`src/rtl/uart_serial_bridge_if.sv`:
```
// CPU-side parallel handshake and serial pins of the UART serial bridge.
// The master modport is the CPU/line side; the slave modport is the bridge.
interface uart_serial_bridge_if;
    logic [7:0] D_in;
    logic [7:0] D_out;
    logic       D_oe;
    logic       WR;
    logic       _RD;
    logic       _TXE;
    logic       _RXF;
    logic       tx;
    logic       rx;
    logic       tx_overflow;
    logic       rx_overflow;
    logic       frame_err;

    modport master (
        output D_in, WR, _RD, rx,
        input  D_out, D_oe, _TXE, _RXF, tx, tx_overflow, rx_overflow, frame_err
    );

    modport slave (
        input  D_in, WR, _RD, rx,
        output D_out, D_oe, _TXE, _RXF, tx, tx_overflow, rx_overflow, frame_err
    );
endinterface

```
`src/rtl/uart_serial_bridge.sv`:
```
// UART serial bridge: UM245R-style WR/_RD/_TXE/_RXF handshake on the CPU side,
// TX/RX FIFOs and 8N1 shifters on the serial side.
module uart_serial_bridge #(
    parameter int DIVISOR = 16,
    parameter int FIFO_AW = 2,
    parameter int LOG     = 0
) (
    input  logic                clk,
    input  logic                _MR,
    uart_serial_bridge_if.slave bus
);
    localparam int          DEPTH   = 2 ** FIFO_AW;
    localparam logic [15:0] DIV_M1  = 16'(DIVISOR - 1);
    localparam logic [15:0] HALF_M1 = 16'(DIVISOR / 2 - 1);

    localparam logic [1:0] S_IDLE  = 2'd0;
    localparam logic [1:0] S_START = 2'd1;
    localparam logic [1:0] S_DATA  = 2'd2;
    localparam logic [1:0] S_STOP  = 2'd3;

    typedef logic [FIFO_AW:0] ptr_t;

    function automatic logic is_full(input ptr_t w, input ptr_t r);
        return (w ^ r) == ptr_t'(DEPTH);
    endfunction

    // LOG only selects tracing in the behavioural model; hardware has no trace path.
    if (LOG != 0) begin : g_trace_unused
    end

    // Synchronizers preset to the idle-high level so reset release makes no edge.
    logic [1:0] wr_sync_q, rd_sync_q, rx_sync_q;
    logic       wr_prev_q, rd_prev_q, rx_prev_q;
    logic       rx_s, wr_fall, rd_rise, rx_fall;

    always_ff @(posedge clk or negedge _MR) begin
        if (!_MR) begin
            wr_sync_q <= 2'b11;
            rd_sync_q <= 2'b11;
            rx_sync_q <= 2'b11;
            wr_prev_q <= 1'b1;
            rd_prev_q <= 1'b1;
            rx_prev_q <= 1'b1;
        end else begin
            // NOTE: sequential state uses non-blocking assignments so every flop samples pre-edge values.
            wr_sync_q <= {wr_sync_q[0], bus.WR};
            rd_sync_q <= {rd_sync_q[0], bus._RD};
            rx_sync_q <= {rx_sync_q[0], bus.rx};
            wr_prev_q <= wr_sync_q[1];
            rd_prev_q <= rd_sync_q[1];
            rx_prev_q <= rx_sync_q[1];
        end
    end

    assign rx_s    = rx_sync_q[1];
    assign wr_fall = wr_prev_q & ~wr_sync_q[1];
    assign rd_rise = ~rd_prev_q & rd_sync_q[1];
    assign rx_fall = rx_prev_q & ~rx_s;

    // ---------------- TX FIFO ----------------
    logic [7:0] tx_mem_q [DEPTH];
    ptr_t       tx_wptr_q, tx_rptr_q, tx_wptr_d, tx_rptr_d;
    logic       tx_empty, tx_full, tx_push, tx_pop;

    assign tx_empty  = (tx_wptr_q == tx_rptr_q);
    assign tx_full   = is_full(tx_wptr_q, tx_rptr_q);
    assign tx_push   = wr_fall & (~tx_full | tx_pop);
    assign tx_wptr_d = tx_push ? tx_wptr_q + ptr_t'(1) : tx_wptr_q;
    assign tx_rptr_d = tx_pop  ? tx_rptr_q + ptr_t'(1) : tx_rptr_q;

    // NOTE: storage arrays carry no reset; the reset pointers alone define what is valid.
    always_ff @(posedge clk) begin
        if (tx_push) tx_mem_q[tx_wptr_q[FIFO_AW-1:0]] <= bus.D_in;
    end

    // ---------------- TX FSM ----------------
    logic [1:0]  tx_state_q, tx_state_d;
    logic [15:0] tx_cnt_q, tx_cnt_d;
    logic [2:0]  tx_bit_q, tx_bit_d;
    logic [7:0]  tx_sh_q, tx_sh_d;
    logic        tx_q, tx_d;

    // A new byte loads from IDLE or straight out of the stop bit, so frames abut.
    assign tx_pop = ~tx_empty & ((tx_state_q == S_IDLE) |
                                 ((tx_state_q == S_STOP) & (tx_cnt_q == 16'd0)));

    always_comb begin
        // NOTE: every next-state value gets a default first so no latch is inferred.
        tx_state_d = tx_state_q;
        tx_cnt_d   = tx_cnt_q;
        tx_bit_d   = tx_bit_q;
        tx_sh_d    = tx_sh_q;
        tx_d       = tx_q;
        case (tx_state_q)
            S_START: begin
                if (tx_cnt_q == 16'd0) begin
                    tx_d       = tx_sh_q[0];
                    tx_sh_d    = {1'b0, tx_sh_q[7:1]};
                    tx_bit_d   = 3'd0;
                    tx_cnt_d   = DIV_M1;
                    tx_state_d = S_DATA;
                end else tx_cnt_d = tx_cnt_q - 16'd1;
            end
            S_DATA: begin
                if (tx_cnt_q == 16'd0) begin
                    tx_cnt_d = DIV_M1;
                    if (tx_bit_q == 3'd7) begin
                        tx_d       = 1'b1;
                        tx_state_d = S_STOP;
                    end else begin
                        tx_d     = tx_sh_q[0];
                        tx_sh_d  = {1'b0, tx_sh_q[7:1]};
                        tx_bit_d = tx_bit_q + 3'd1;
                    end
                end else tx_cnt_d = tx_cnt_q - 16'd1;
            end
            S_STOP: begin
                if (tx_cnt_q == 16'd0) tx_state_d = S_IDLE;
                else                   tx_cnt_d   = tx_cnt_q - 16'd1;
            end
            default: tx_state_d = S_IDLE;
        endcase
        if (tx_pop) begin
            tx_sh_d    = tx_mem_q[tx_rptr_q[FIFO_AW-1:0]];
            tx_d       = 1'b0;
            tx_cnt_d   = DIV_M1;
            tx_state_d = S_START;
        end
    end

    // ---------------- RX FSM ----------------
    logic [1:0]  rx_state_q, rx_state_d;
    logic [15:0] rx_cnt_q, rx_cnt_d;
    logic [2:0]  rx_bit_q, rx_bit_d;
    logic [7:0]  rx_sh_q, rx_sh_d;
    logic        rx_stop_smp;

    always_comb begin
        rx_state_d  = rx_state_q;
        rx_cnt_d    = rx_cnt_q;
        rx_bit_d    = rx_bit_q;
        rx_sh_d     = rx_sh_q;
        rx_stop_smp = 1'b0;
        case (rx_state_q)
            S_IDLE: begin
                if (rx_fall) begin
                    rx_cnt_d   = HALF_M1;
                    rx_state_d = S_START;
                end
            end
            S_START: begin
                if (rx_cnt_q == 16'd0) begin
                    if (rx_s) rx_state_d = S_IDLE;
                    else begin
                        rx_cnt_d   = DIV_M1;
                        rx_bit_d   = 3'd0;
                        rx_state_d = S_DATA;
                    end
                end else rx_cnt_d = rx_cnt_q - 16'd1;
            end
            S_DATA: begin
                if (rx_cnt_q == 16'd0) begin
                    rx_sh_d  = {rx_s, rx_sh_q[7:1]};
                    rx_bit_d = rx_bit_q + 3'd1;
                    rx_cnt_d = DIV_M1;
                    if (rx_bit_q == 3'd7) rx_state_d = S_STOP;
                end else rx_cnt_d = rx_cnt_q - 16'd1;
            end
            default: begin
                if (rx_cnt_q == 16'd0) begin
                    rx_stop_smp = 1'b1;
                    rx_state_d  = S_IDLE;
                end else rx_cnt_d = rx_cnt_q - 16'd1;
            end
        endcase
    end

    // ---------------- RX FIFO ----------------
    logic [7:0] rx_mem_q [DEPTH];
    ptr_t       rx_wptr_q, rx_rptr_q, rx_wptr_d, rx_rptr_d;
    logic       rx_empty, rx_full, rx_push_req, rx_push, rx_pop;
    logic [7:0] rx_head, dout_q, dout_d;

    assign rx_empty    = (rx_wptr_q == rx_rptr_q);
    assign rx_full     = is_full(rx_wptr_q, rx_rptr_q);
    assign rx_pop      = rd_rise & ~rx_empty;
    assign rx_push_req = rx_stop_smp & rx_s;
    assign rx_push     = rx_push_req & (~rx_full | rx_pop);
    assign rx_wptr_d   = rx_push ? rx_wptr_q + ptr_t'(1) : rx_wptr_q;
    assign rx_rptr_d   = rx_pop  ? rx_rptr_q + ptr_t'(1) : rx_rptr_q;

    always_ff @(posedge clk) begin
        if (rx_push) rx_mem_q[rx_wptr_q[FIFO_AW-1:0]] <= rx_sh_q;
    end

    // Next head bypasses the array when the byte being pushed becomes the head.
    assign rx_head = (rx_push && (rx_wptr_q == rx_rptr_d)) ? rx_sh_q
                                                           : rx_mem_q[rx_rptr_d[FIFO_AW-1:0]];
    assign dout_d  = (rx_wptr_d == rx_rptr_d) ? dout_q : rx_head;

    // ---------------- state registers ----------------
    logic txe_q, rxf_q, tx_ovf_q, rx_ovf_q, ferr_q;

    always_ff @(posedge clk or negedge _MR) begin
        if (!_MR) begin
            tx_wptr_q  <= '0;
            tx_rptr_q  <= '0;
            rx_wptr_q  <= '0;
            rx_rptr_q  <= '0;
            tx_state_q <= S_IDLE;
            tx_cnt_q   <= '0;
            tx_bit_q   <= '0;
            tx_sh_q    <= '0;
            tx_q       <= 1'b1;
            rx_state_q <= S_IDLE;
            rx_cnt_q   <= '0;
            rx_bit_q   <= '0;
            rx_sh_q    <= '0;
            dout_q     <= 8'h00;
            txe_q      <= 1'b0;
            rxf_q      <= 1'b1;
            tx_ovf_q   <= 1'b0;
            rx_ovf_q   <= 1'b0;
            ferr_q     <= 1'b0;
        end else begin
            tx_wptr_q  <= tx_wptr_d;
            tx_rptr_q  <= tx_rptr_d;
            rx_wptr_q  <= rx_wptr_d;
            rx_rptr_q  <= rx_rptr_d;
            tx_state_q <= tx_state_d;
            tx_cnt_q   <= tx_cnt_d;
            tx_bit_q   <= tx_bit_d;
            tx_sh_q    <= tx_sh_d;
            tx_q       <= tx_d;
            rx_state_q <= rx_state_d;
            rx_cnt_q   <= rx_cnt_d;
            rx_bit_q   <= rx_bit_d;
            rx_sh_q    <= rx_sh_d;
            dout_q     <= dout_d;
            txe_q      <= is_full(tx_wptr_d, tx_rptr_d);
            rxf_q      <= (rx_wptr_d == rx_rptr_d);
            if (wr_fall && !tx_push)          tx_ovf_q <= 1'b1;
            if (rx_push_req && !rx_push)      rx_ovf_q <= 1'b1;
            if (rx_stop_smp && !rx_s)         ferr_q   <= 1'b1;
        end
    end

    assign bus.D_out       = dout_q;
    assign bus.D_oe        = ~bus._RD;
    assign bus._TXE        = txe_q;
    assign bus._RXF        = rxf_q;
    assign bus.tx          = tx_q;
    assign bus.tx_overflow = tx_ovf_q;
    assign bus.rx_overflow = rx_ovf_q;
    assign bus.frame_err   = ferr_q;
endmodule

```
`src/flat_wrapper.sv`:
```
// flat-port wrapper written by rule: the top's interface ports become plain ports
module uart_serial_bridge_flat 
#(
    parameter int DIVISOR = 16,
    parameter int FIFO_AW = 2,
    parameter int LOG     = 0
)
  (clk, _MR, bus_D_in, bus_WR, bus__RD, bus_rx, bus_D_out, bus_D_oe, bus__TXE, bus__RXF, bus_tx, bus_tx_overflow, bus_rx_overflow, bus_frame_err);
  uart_serial_bridge_if bus_i ();
  input  logic clk;
  input  logic _MR;
  input wire logic [$bits(bus_i.D_in)-1:0] bus_D_in;
  input wire logic [$bits(bus_i.WR)-1:0] bus_WR;
  input wire logic [$bits(bus_i._RD)-1:0] bus__RD;
  input wire logic [$bits(bus_i.rx)-1:0] bus_rx;
  output wire logic [$bits(bus_i.D_out)-1:0] bus_D_out;
  output wire logic [$bits(bus_i.D_oe)-1:0] bus_D_oe;
  output wire logic [$bits(bus_i._TXE)-1:0] bus__TXE;
  output wire logic [$bits(bus_i._RXF)-1:0] bus__RXF;
  output wire logic [$bits(bus_i.tx)-1:0] bus_tx;
  output wire logic [$bits(bus_i.tx_overflow)-1:0] bus_tx_overflow;
  output wire logic [$bits(bus_i.rx_overflow)-1:0] bus_rx_overflow;
  output wire logic [$bits(bus_i.frame_err)-1:0] bus_frame_err;
  assign bus_i.D_in = bus_D_in;
  assign bus_i.WR = bus_WR;
  assign bus_i._RD = bus__RD;
  assign bus_i.rx = bus_rx;
  assign bus_D_out = bus_i.D_out;
  assign bus_D_oe = bus_i.D_oe;
  assign bus__TXE = bus_i._TXE;
  assign bus__RXF = bus_i._RXF;
  assign bus_tx = bus_i.tx;
  assign bus_tx_overflow = bus_i.tx_overflow;
  assign bus_rx_overflow = bus_i.rx_overflow;
  assign bus_frame_err = bus_i.frame_err;
  uart_serial_bridge #(.DIVISOR(DIVISOR), .FIFO_AW(FIFO_AW), .LOG(LOG)) u_core (.clk(clk), ._MR(_MR), .bus(bus_i));
endmodule
```
`config.mk`:
```
export PLATFORM = sky130hd
export DESIGN_NAME = uart_serial_bridge_flat
export DESIGN_NICKNAME = d
export VERILOG_FILES = /design/src/rtl/uart_serial_bridge_if.sv /design/src/rtl/uart_serial_bridge.sv /design/src/flat_wrapper.sv
export SDC_FILE = /design/constraint.sdc
export NUM_CORES = 1
export LEC_CHECK = 0
export CAP_MARGIN = 30
export CORE_ASPECT_RATIO = 1.5
export CORE_UTILIZATION = 50
export CTS_CLUSTER_SIZE = 20
export DETAILED_ROUTE_END_ITERATION = 7
export PLACE_DENSITY = 0.79
export SYNTH_ARGS = -nofsm -noshare
export SYNTH_HDL_FRONTEND = slang
export SYNTH_SLANG_ARGS = --single-unit
```
`constraint.sdc`:
```
create_clock -name clk -period 2.5 [get_ports clk]
set_input_delay 0.5 -clock clk [delete_from_list [all_inputs] [get_ports clk]]
set_output_delay 0.5 -clock clk [all_outputs]
set_load 0.02 [all_outputs]
```
==> run summary <==
PLACE
----------------------------------------------------------------------------------------
Final Wtd Congestion                                                               0.799
Post-detailed-placement cell area                                               8280 µm²
Post-DP HPWL                                                                   10,700 µm
Buffers added on ports                                                                27

STA
----------------------------------------------------------------------------------------
Count of endpoints failing hold in the final timing report                             0
Max-slew violation count                                                               0
Maximum clock frequency                                                          415 MHz
Tightest Pin Transition                                                         0.876 ns
Count of final setup violators                                                         0
Minimum period implied by the final worst setup slack                            2.41 ns
Final hold slack                                                               0.0486 ns
Max-slew headroom                                                                  41.2%
Max Clock Skew                                                                 0.0145 ns
Portion of the clock cycle consumed by the worst path in the final layout          96.5%

LOGIC SYNTHESIS
----------------------------------------------------------------------------------------
Most frequently used flop master after synthesis                            sky130_fd_sc_hd__dfrtp_1
Async SR Flop Fraction                                                             59.2%
Post-synthesis cell count                                                            629
Flop and latch count out of synthesis                                                157
Distinct cells, synth                                                                 68
Syn_area_per_cell                                                               11.9 µm²
Sequential-to-total area share from yosys stat                                     56.8%
Number of warnings reported in the yosys synthesis log                                 0
Netlist area before placement                                                   7510 µm²
Number of enable flip-flop cells after synthesis                                      64
Post-synthesis net count                                                             668

CLOCK NETWORK
----------------------------------------------------------------------------------------
Total of hold buffers inserted after clock tree synthesis                              0
Skew-Pair Late Insertion Delay                                                   0.42 ns
Clock tree from TritonCTS                                                            yes
Master cell of the clock root buffer                                        sky130_fd_sc_hd__clkbuf_16
Clock tree sinks                                                                     157
CTS clock-pin slew for the worst setup and hold paths                            0.07 ns
CTS max path bufs                                                                      2
Deepest level of the CTS H-tree                                                        4
CTS Buf Count                                                                         17

WORST SETUP PATH
----------------------------------------------------------------------------------------
Crit Path Max Fanout                                                                   4
Highest cell delay on the worst timing path                                      0.40 ns
FF-to-FF setup slack                                                             0.09 ns
Buffering stage count on the worst path with inverters included                        2
Required time reported for the critical path endpoint                            2.80 ns
Slowest stage cell on the critical path                                     sky130_fd_sc_hd__dfrtp_1
Data arrival time of the worst path                                              2.71 ns
Cell family with the largest share of critical-path delay                   compound AO/OA/AOI/OAI gates
Endpoint of the lowest-slack register-to-register path                      u_core.bus._TXE
Category of the most critical setup path                                      reg -> reg
Kind of launch point of the worst setup path                                    register
Capturing element type of the critical path                                     register
R2r worst-path depth                                                                   9
Cells along the critical path                                               inv_1 -> ha_4 -> nor4b_4 -> buf_4 -> nand4b_1 -> o21ai_1 -> mux2i_1 -> xnor2_1 -> a32o_1
Worst reg2reg path startpoint                                               u_core.tx_cnt_q[0]

GLOBAL ROUTE
----------------------------------------------------------------------------------------
Initial antenna violation count                                                        0
Global-route total usage across every layer                                        21.2%
First-pass GRT wire length                                                     25,700 µm
Vias in the first global route                                                     5,369
Pin count of the biggest net entering global routing                                  42
Gr ovfl total                                                                          0

LAYOUT
----------------------------------------------------------------------------------------
Fraction of layout instances using a drive strength above 1                        19.9%
Syn-to-layout area delta                                                           19.3%
Fin area                                                                        8950 µm²
Count of antenna diodes in the layout                                                  0
Final net count                                                                      734

POWER
----------------------------------------------------------------------------------------
Internal portion of total power                                                0.00645 W
Logic pwr share                                                                    42.8%
Power density relative to cell area                                          1170 nW/µm²
Total leakage power                                                              3.69 nW
Worst ir drop on vdd                                                            0.540 mV
Net switching power                                                            0.00399 W
Switching Share                                                                    38.2%
Sequential Power Share                                                             34.5%
Clock network fraction of design power                                             22.7%

FLOORPLAN
----------------------------------------------------------------------------------------
Row count                                                                             54
Number of primary I/O pins                                                            28
Std-Cell Core Area                                                            14,600 µm²
Floorplan die height                                                              152 µm
Initial core utilization                                                           51.4%
Die width                                                                         102 µm
Die area                                                                      15,500 µm²

DRT
----------------------------------------------------------------------------------------
DR DRC count                                                                           0
Detailed-router iteration count before antenna repair                                  5
Total Wirelength                                                               15,400 µm
Residual antenna-violating net count after detailed routing                            0
Violation count after the first detailed-routing iteration                           384
Routed vias                                                                        5,288
Vias/cell                                                                           5.85
Wire length per cell after detailed routing                                      17.0 µm

OUTCOME
----------------------------------------------------------------------------------------
Status                                                                         completed

WORST HOLD PATH
----------------------------------------------------------------------------------------
Path class of the lowest-slack min-delay path                                in -> async

FLOW RUN
----------------------------------------------------------------------------------------
Max_cap viols                                                                          0

-- logic make-up (layout without fill, tap and decap cells) --
group	Yosys count	after routing	synth area share (%)
AOI/OAI and AO/OA	154	154	13.8
xor gates and xnor gates	24	24	2.90
adders and majority gates	26	26	4.33
buffers and inverters	50	129	3.15
DFF	157	157	56.8
muxes	33	33	5.85
and+or+nand+nor	185	185	13.2
-- cells in the final DEF (no fill, tap or decap), types with 4 or more instances in the layout --
master                            Yosys  layout
sky130_fd_sc_hd__dfrtp_1             82      82
sky130_fd_sc_hd__edfxtp_1            64      64
sky130_fd_sc_hd__nand2_1             53      53
sky130_fd_sc_hd__o21ai_0             53      52
sky130_fd_sc_hd__nor2_1              38      38
sky130_fd_sc_hd__buf_4                5      33
sky130_fd_sc_hd__inv_1               30      28
sky130_fd_sc_hd__a21oi_1             27      27
sky130_fd_sc_hd__clkdlybuf4s50_1      0      26
sky130_fd_sc_hd__ha_1                26      24
sky130_fd_sc_hd__nor3_1              22      21
sky130_fd_sc_hd__mux2i_1             18      18
sky130_fd_sc_hd__clkbuf_16            0      17
sky130_fd_sc_hd__xnor2_1             15      14
sky130_fd_sc_hd__a211o_1             11      11
sky130_fd_sc_hd__dfstp_2             11      11
sky130_fd_sc_hd__a211oi_1            10      10
sky130_fd_sc_hd__xor2_1               8       8
sky130_fd_sc_hd__nand3_1              9       8
sky130_fd_sc_hd__and4_2               8       8
sky130_fd_sc_hd__a32oi_1              8       8
sky130_fd_sc_hd__mux4_2               8       8
sky130_fd_sc_hd__buf_12               1       8
sky130_fd_sc_hd__mux2_2               7       7
sky130_fd_sc_hd__nand2b_1             7       7
sky130_fd_sc_hd__nor4_1               8       6
sky130_fd_sc_hd__nand4_1              6       6
sky130_fd_sc_hd__a22o_1               6       6
sky130_fd_sc_hd__a31oi_1              5       5
sky130_fd_sc_hd__and2_1               9       5
sky130_fd_sc_hd__o31ai_1              5       5
sky130_fd_sc_hd__nor2b_1              4       4
sky130_fd_sc_hd__and2_4               0       4
sky130_fd_sc_hd__inv_6                0       4
sky130_fd_sc_hd__clkinv_4             0       4
-- what timing repair did --
action                                  in CTS  in global routing
pin swaps                                    1                  7
cloned                                       0                  0
gates resized for setup                      6                 17
endpoints found under the setup margin       2                 60
buffers inserted                             0                  2
-- registers in the layout, summed over array words and instances (netlist names), 2 cells and up --
name and cells:
u_core.rx_mem_q 32, u_core.tx_mem_q 32, u_core.rx_cnt_q 16, u_core.tx_cnt_q 16
u_core.bus.D_out 8, u_core.rx_sh_q 8, u_core.tx_sh_q 8, u_core.rx_bit_q 3
u_core.rx_rptr_q 3, u_core.rx_wptr_q 3, u_core.tx_bit_q 3, u_core.tx_rptr_q 3
u_core.tx_wptr_q 3, u_core.rd_sync_q 2, u_core.rx_state_q 2, u_core.rx_sync_q 2
u_core.tx_state_q 2, u_core.wr_sync_q 2
-- synth_stat cells (4+ instances only) --
cell,n,area [µm²]
sky130_fd_sc_hd__buf_2,5,25.0
sky130_fd_sc_hd__dfrtp_1,82,2050
sky130_fd_sc_hd__clkbuf_1,8,30.0
sky130_fd_sc_hd__nand2_1,53,199
sky130_fd_sc_hd__ha_1,26,325
sky130_fd_sc_hd__buf_4,5,37.5
sky130_fd_sc_hd__and2_1,9,56.3
sky130_fd_sc_hd__nor4_1,8,50.1
sky130_fd_sc_hd__a32oi_1,8,70.1
sky130_fd_sc_hd__xor2_1,8,70.1
sky130_fd_sc_hd__a31oi_1,5,31.3
sky130_fd_sc_hd__dfstp_2,11,289
sky130_fd_sc_hd__edfxtp_1,64,1920
sky130_fd_sc_hd__nand2b_1,7,43.8
sky130_fd_sc_hd__o21ai_0,53,265
sky130_fd_sc_hd__nor3_1,22,110
sky130_fd_sc_hd__mux2_2,7,78.8
sky130_fd_sc_hd__nand4_1,6,37.5
sky130_fd_sc_hd__nor2_1,38,143
sky130_fd_sc_hd__mux2i_1,18,180
sky130_fd_sc_hd__inv_1,30,113
sky130_fd_sc_hd__mux4_2,8,180
sky130_fd_sc_hd__a21oi_1,27,135
sky130_fd_sc_hd__and4_2,8,80.1
sky130_fd_sc_hd__a22o_1,6,52.6
sky130_fd_sc_hd__or3_1,4,25.0
sky130_fd_sc_hd__nor2b_1,4,25.0
sky130_fd_sc_hd__a211oi_1,10,75.1
sky130_fd_sc_hd__nand3_1,9,45.0
sky130_fd_sc_hd__o31ai_1,5,37.5
sky130_fd_sc_hd__xnor2_1,15,131
sky130_fd_sc_hd__a211o_1,11,96.3
-- through the flow --
stage / worst slack [ns] / setup TNS, ns / std cells / utilization, % / power [W]
CTS: 0.00183 / 0 / 902 / 60.7 / 0.0104
global route: -0.00733 / -0.0450 / 904 / 61.4 / 0.0111
detailed placement: -0.0910 / -0.0910 / 870 / 56.8 / 0.00792
floorplan: 0.0286 / 0 / 629 / - / 0.00670
finish: 0.0878 / 0 / 904 / 61.4 / 0.0104
global placement: 0.0358 / 0 / 870 / 56.8 / 0.00769
-- worst reg2reg max path: stages, from the launching register on --
cell	delay (ns)
sky130_fd_sc_hd__dfrtp_1	0.40
sky130_fd_sc_hd__inv_1	0.12
sky130_fd_sc_hd__ha_4	0.17
sky130_fd_sc_hd__nor4b_4	0.27
sky130_fd_sc_hd__buf_4	0.18
sky130_fd_sc_hd__nand4b_1	0.21
sky130_fd_sc_hd__o21ai_1	0.23
sky130_fd_sc_hd__mux2i_1	0.33
sky130_fd_sc_hd__xnor2_1	0.13
sky130_fd_sc_hd__a32o_1	0.26
-- routing by layer --
layer  GRT usage, %  vias to the layer above  wire [µm]  part of all wire (%)
li1               -                     2487          -                     -
met1           24.2                     2643       6060                    39
met2           37.8                      129       8480                    55
met3           3.86                       29        487                   3.2
met4           9.05                        0        322                   2.1
met5              0                        -          0                     0
-- power groups by stage --
stage          clock network [W]  logic, W  registers [W]
2_1_floorplan                  0   0.00305        0.00365
3_3_place_gp                   0   0.00410        0.00359
3_5_place_dp                   0   0.00430        0.00363
4_1_cts                  0.00240   0.00438        0.00359
5_1_grt                  0.00251   0.00488        0.00366
6_report                 0.00237   0.00447        0.00360
-- worst max-delay path by stage --
stage | startpoint | endpoint | slack [ns] | depth (start not counted)
floorplan | u_core.tx_cnt_q[0] | u_core.tx_mem_q[3][0] | 0.03 | 8
global placement | u_core.rx_cnt_q[0] | u_core.rx_cnt_q[14] | 0.04 | 8
detailed placement | u_core.rx_cnt_q[0] | u_core.rx_cnt_q[14] | -0.09 | 8
CTS | u_core.rx_cnt_q[0] | u_core.rx_cnt_q[14] | 0.002 | 8
global route | u_core.rx_wptr_q[1] | u_core.bus.D_out[4] | -0.007 | 8
finish | u_core.tx_cnt_q[0] | u_core.bus._TXE | 0.09 | 9
-- final cells by class --
type,count,area (µm²)
clock inverter,14,109
timing repair buffer,67,668
tap,196,245
sequential,157,4260
fill,1123,5640
clock buffer,18,439
inverter,30,113
multi-input combinational,422,3120
Power figures use the tool's default switching activity.
==> RTL change, RTL diff (config.mk and constraints unchanged) <==
`FIFO_AW` is set to 2 in 2 places; all go to 3.
--- a/src/rtl/uart_serial_bridge.sv
+++ b/src/rtl/uart_serial_bridge.sv
@@ -2,7 +2,7 @@
 // TX/RX FIFOs and 8N1 shifters on the serial side.
 module uart_serial_bridge #(
     parameter int DIVISOR = 16,
-    parameter int FIFO_AW = 2,
+    parameter int FIFO_AW = 3,
     parameter int LOG     = 0
 ) (
     input  logic                clk,
--- a/src/flat_wrapper.sv
+++ b/src/flat_wrapper.sv
@@ -2,7 +2,7 @@
 module uart_serial_bridge_flat 
 #(
     parameter int DIVISOR = 16,
-    parameter int FIFO_AW = 2,
+    parameter int FIFO_AW = 3,
     parameter int LOG     = 0
 )
   (clk, _MR, bus_D_in, bus_WR, bus__RD, bus_rx, bus_D_out, bus_D_oe, bus__TXE, bus__RXF, bus_tx, bus_tx_overflow, bus_rx_overflow, bus_frame_err);
Check against the original RTL: same outputs for any inputs over 10 cycles, from zero or initial values; that may be too few to reach the edited logic, so the function may still have changed.
==> RTL change against the original RTL <==
- maximum frequency down 15%
- sequential cell count up 68
- area after synthesis up 40%
- sequential share of layout area up 0.55 points
- critical endpoint is now u_core.bus.D_out[7]
- total power up 45%
- final area up 46%
- highest routed layer unchanged
- routed wire length up 50%
- synthesized cell count up 32%
- the flow now finishes with violations (setup timing)
- worst setup slack worse by 0.42 ns
- via count up 35%
==> RTL change: results (changes against the original RTL) <==
Ys async rst share: 0.4311 (-0.1612)
Static leakage: 5.284 nW (+43%)
Wire length on met3: 906 um (+86%)
Placed Cells: 1,206 (+39%)
Hold WC Path Type: reg -> reg
Top cells by area, synth: edfxtp_1, dfrtp_1, mux2i_1, mux4_2, mux2_2
Syn_nets: 863 (+29%)
Initial DRT Pass Iterations: 5 (unchanged)
Crit-path max FO: 9 (+5)
GPL Wtd Cong: 0.8210 (+2.7%)
Initial DRC count: 368 (-4.2%)
Total CTS buffers: 22 (+5)
DP Wirelength: 15.51 mm (+45%)
Vias in the first global route: 7,386 (+38%)
Synth warnings: 0 (unchanged)
Nets@finish: 1,007 (+37%)
Min-delay src: u_core.wr_sync_q[0]
DR vias: 7,124 (+35%)
Finish-stage setup viols: 9 (+9)
Violated checks: setup timing
Commonest cells post-synth: edfxtp_1, dfrtp_1, nor2_1, nand2_1, mux2i_1
Initial antenna violation count: 0 (unchanged)
CTS Buffer Depth: 3 (+1)
Worst R2R Start: u_core.rx_cnt_q[1]
Clock Latency Late Sink: 0.51 ns (+0.09 ns)
Total Routed Length: 23.10 mm (+50%)
VDD IR max: 766.6 uV (+42%)
Share of cells above drive strength 1: 0.2808 (+0.08166)
Fin worst setup slack: -0.3366 ns (-0.4244 ns)
Status: complete, but fails checks
Pin count of the biggest net entering global routing: 44 (+4.8%)
Total GRT Usage: 0.2161 (+0.004156)
CTS HTree Levels: 1 (-3)
Worst EP arrival: 3.22 ns (+0.51 ns)
Min-Delay Path Depth: 0
Setup Skew: 0.02073 ns (+0.006208 ns)
Global-route wire length before repair: 36.94 mm (+44%)
Clock slew at reported path FFs: 0.06 ns
Cell variety after synth: 63 (-7.4%)
Worst reg2reg path depth: 10 (+1)
Number of synthesized flops with an enable pin: 128 (+100%)
Smallest hold slack: 0.3544 ns (+0.3058 ns)
Sequential share of the synthesized area: 0.5958 (+0.02811)
Worst-Margin Slew: 0.6279 ns (-0.2482 ns)
Dpl ws: -0.3342 ns (-0.2432 ns)
DRT met1 WL: 8.506 mm (+40%)
Met2 wire len: 12.82 mm (+51%)
CTS root buf: clkbuf_16
Dpl cell area: 12,170 sq um (+47%)
Reg2reg end: u_core.bus.D_out[7]
Syn Area/Cell: 12.71 sq um (+6.5%)
Via-to-Cell Ratio: 5.681 (-2.9%)
RTL change: cell types whose count changed in the layout (fill, tap and decap cells not counted), moves of 13 or more:
cell      delta
nor2_1      +35
buf_4       +92
inv_1       -13
nand2_1     +18
mux2_2      +15
mux2i_1     +42
edfxtp_1    +64
RTL change: repair_timing:
| item | in CTS | in global routing |
|---|---|---|
| hold buffers | 1 | 0 |
| hold endpoints to repair | 13 | 0 |
| setup buffers | 0 | 7 |
| pin swaps | 1 | 7 |
| endpoints found under the setup margin | 48 | 108 |
| resized for setup | 4 | 23 |
RTL change: routing by layer:
layer | GRT usage | up-vias
li1 | - | 3364
met3 | 0.03490 | 60
met5 | 0 | -
met4 | 0.09136 | 0
met2 | 0.4147 | 161
met1 | 0.2274 | 3539
RTL change: stage by stage:
step	total power (W)	TNS [ns]
3_5_place_dp	0.01172	-2.726
4_1_cts	0.01502	-2.699
3_3_place_gp	0.01151	-2.160
2_1_floorplan	0.009360	-4.792
6_report	0.01519	-2.646
5_1_grt	0.01601	-6.731
RTL change: critical path: stages (launching register included):
cell and delay, ns:
dfrtp_1 0.41, inv_2 0.10, ha_4 0.13, nor4b_4 0.22
nand4_2 0.17, a311oi_4 0.30, mux2_4 0.34, or2_4 0.24
a221oi_4 0.31, buf_12 0.18, mux2_4 0.30
RTL change: where the power goes:
group	total, W	internal (W)	leakage, nW	switching (W)
logic	0.00714	0.00354	2.51	0.00360
registers	0.00485	0.00448	2.43	0.000366
clock network	0.00320	0.00181	0.343	0.00138
RTL change: kinds of logic after synthesis:
kind of cell               synth area share
DFF                                  0.5958
muxes                                0.1316
AOI/OAI and AO/OA                   0.08185
adders and majority gates           0.02372
xor gates and xnor gates            0.03535
buffers and inverters               0.02230
and+or+nand+nor                      0.1094
RTL change: worst max-delay path by stage:
stage / start / to / cells past startpoint
4_1_cts: u_core.rx_cnt_q[1] / u_core.bus.D_out[7] / 10
3_3_place_gp: u_core.rx_cnt_q[1] / u_core.bus.D_out[4] / 10
2_1_floorplan: u_core.rx_cnt_q[0] / u_core.bus.D_out[0] / 9
6_report: u_core.rx_cnt_q[1] / u_core.bus.D_out[7] / 10
5_1_grt: u_core.rx_cnt_q[13] / u_core.bus.D_out[7] / 10
3_5_place_dp: u_core.rx_cnt_q[1] / u_core.bus.D_out[7] / 10
RTL change: cell type report:
cell class                 instances  area, sq um
clock buffer                      32        650.6
clock inverter                     8        45.04
fill                            1504         7448
inverter                          18        67.56
multi-input combinational        545         4299
sequential                       225         6285
tap                              264        330.3
timing repair buffer             162         1374
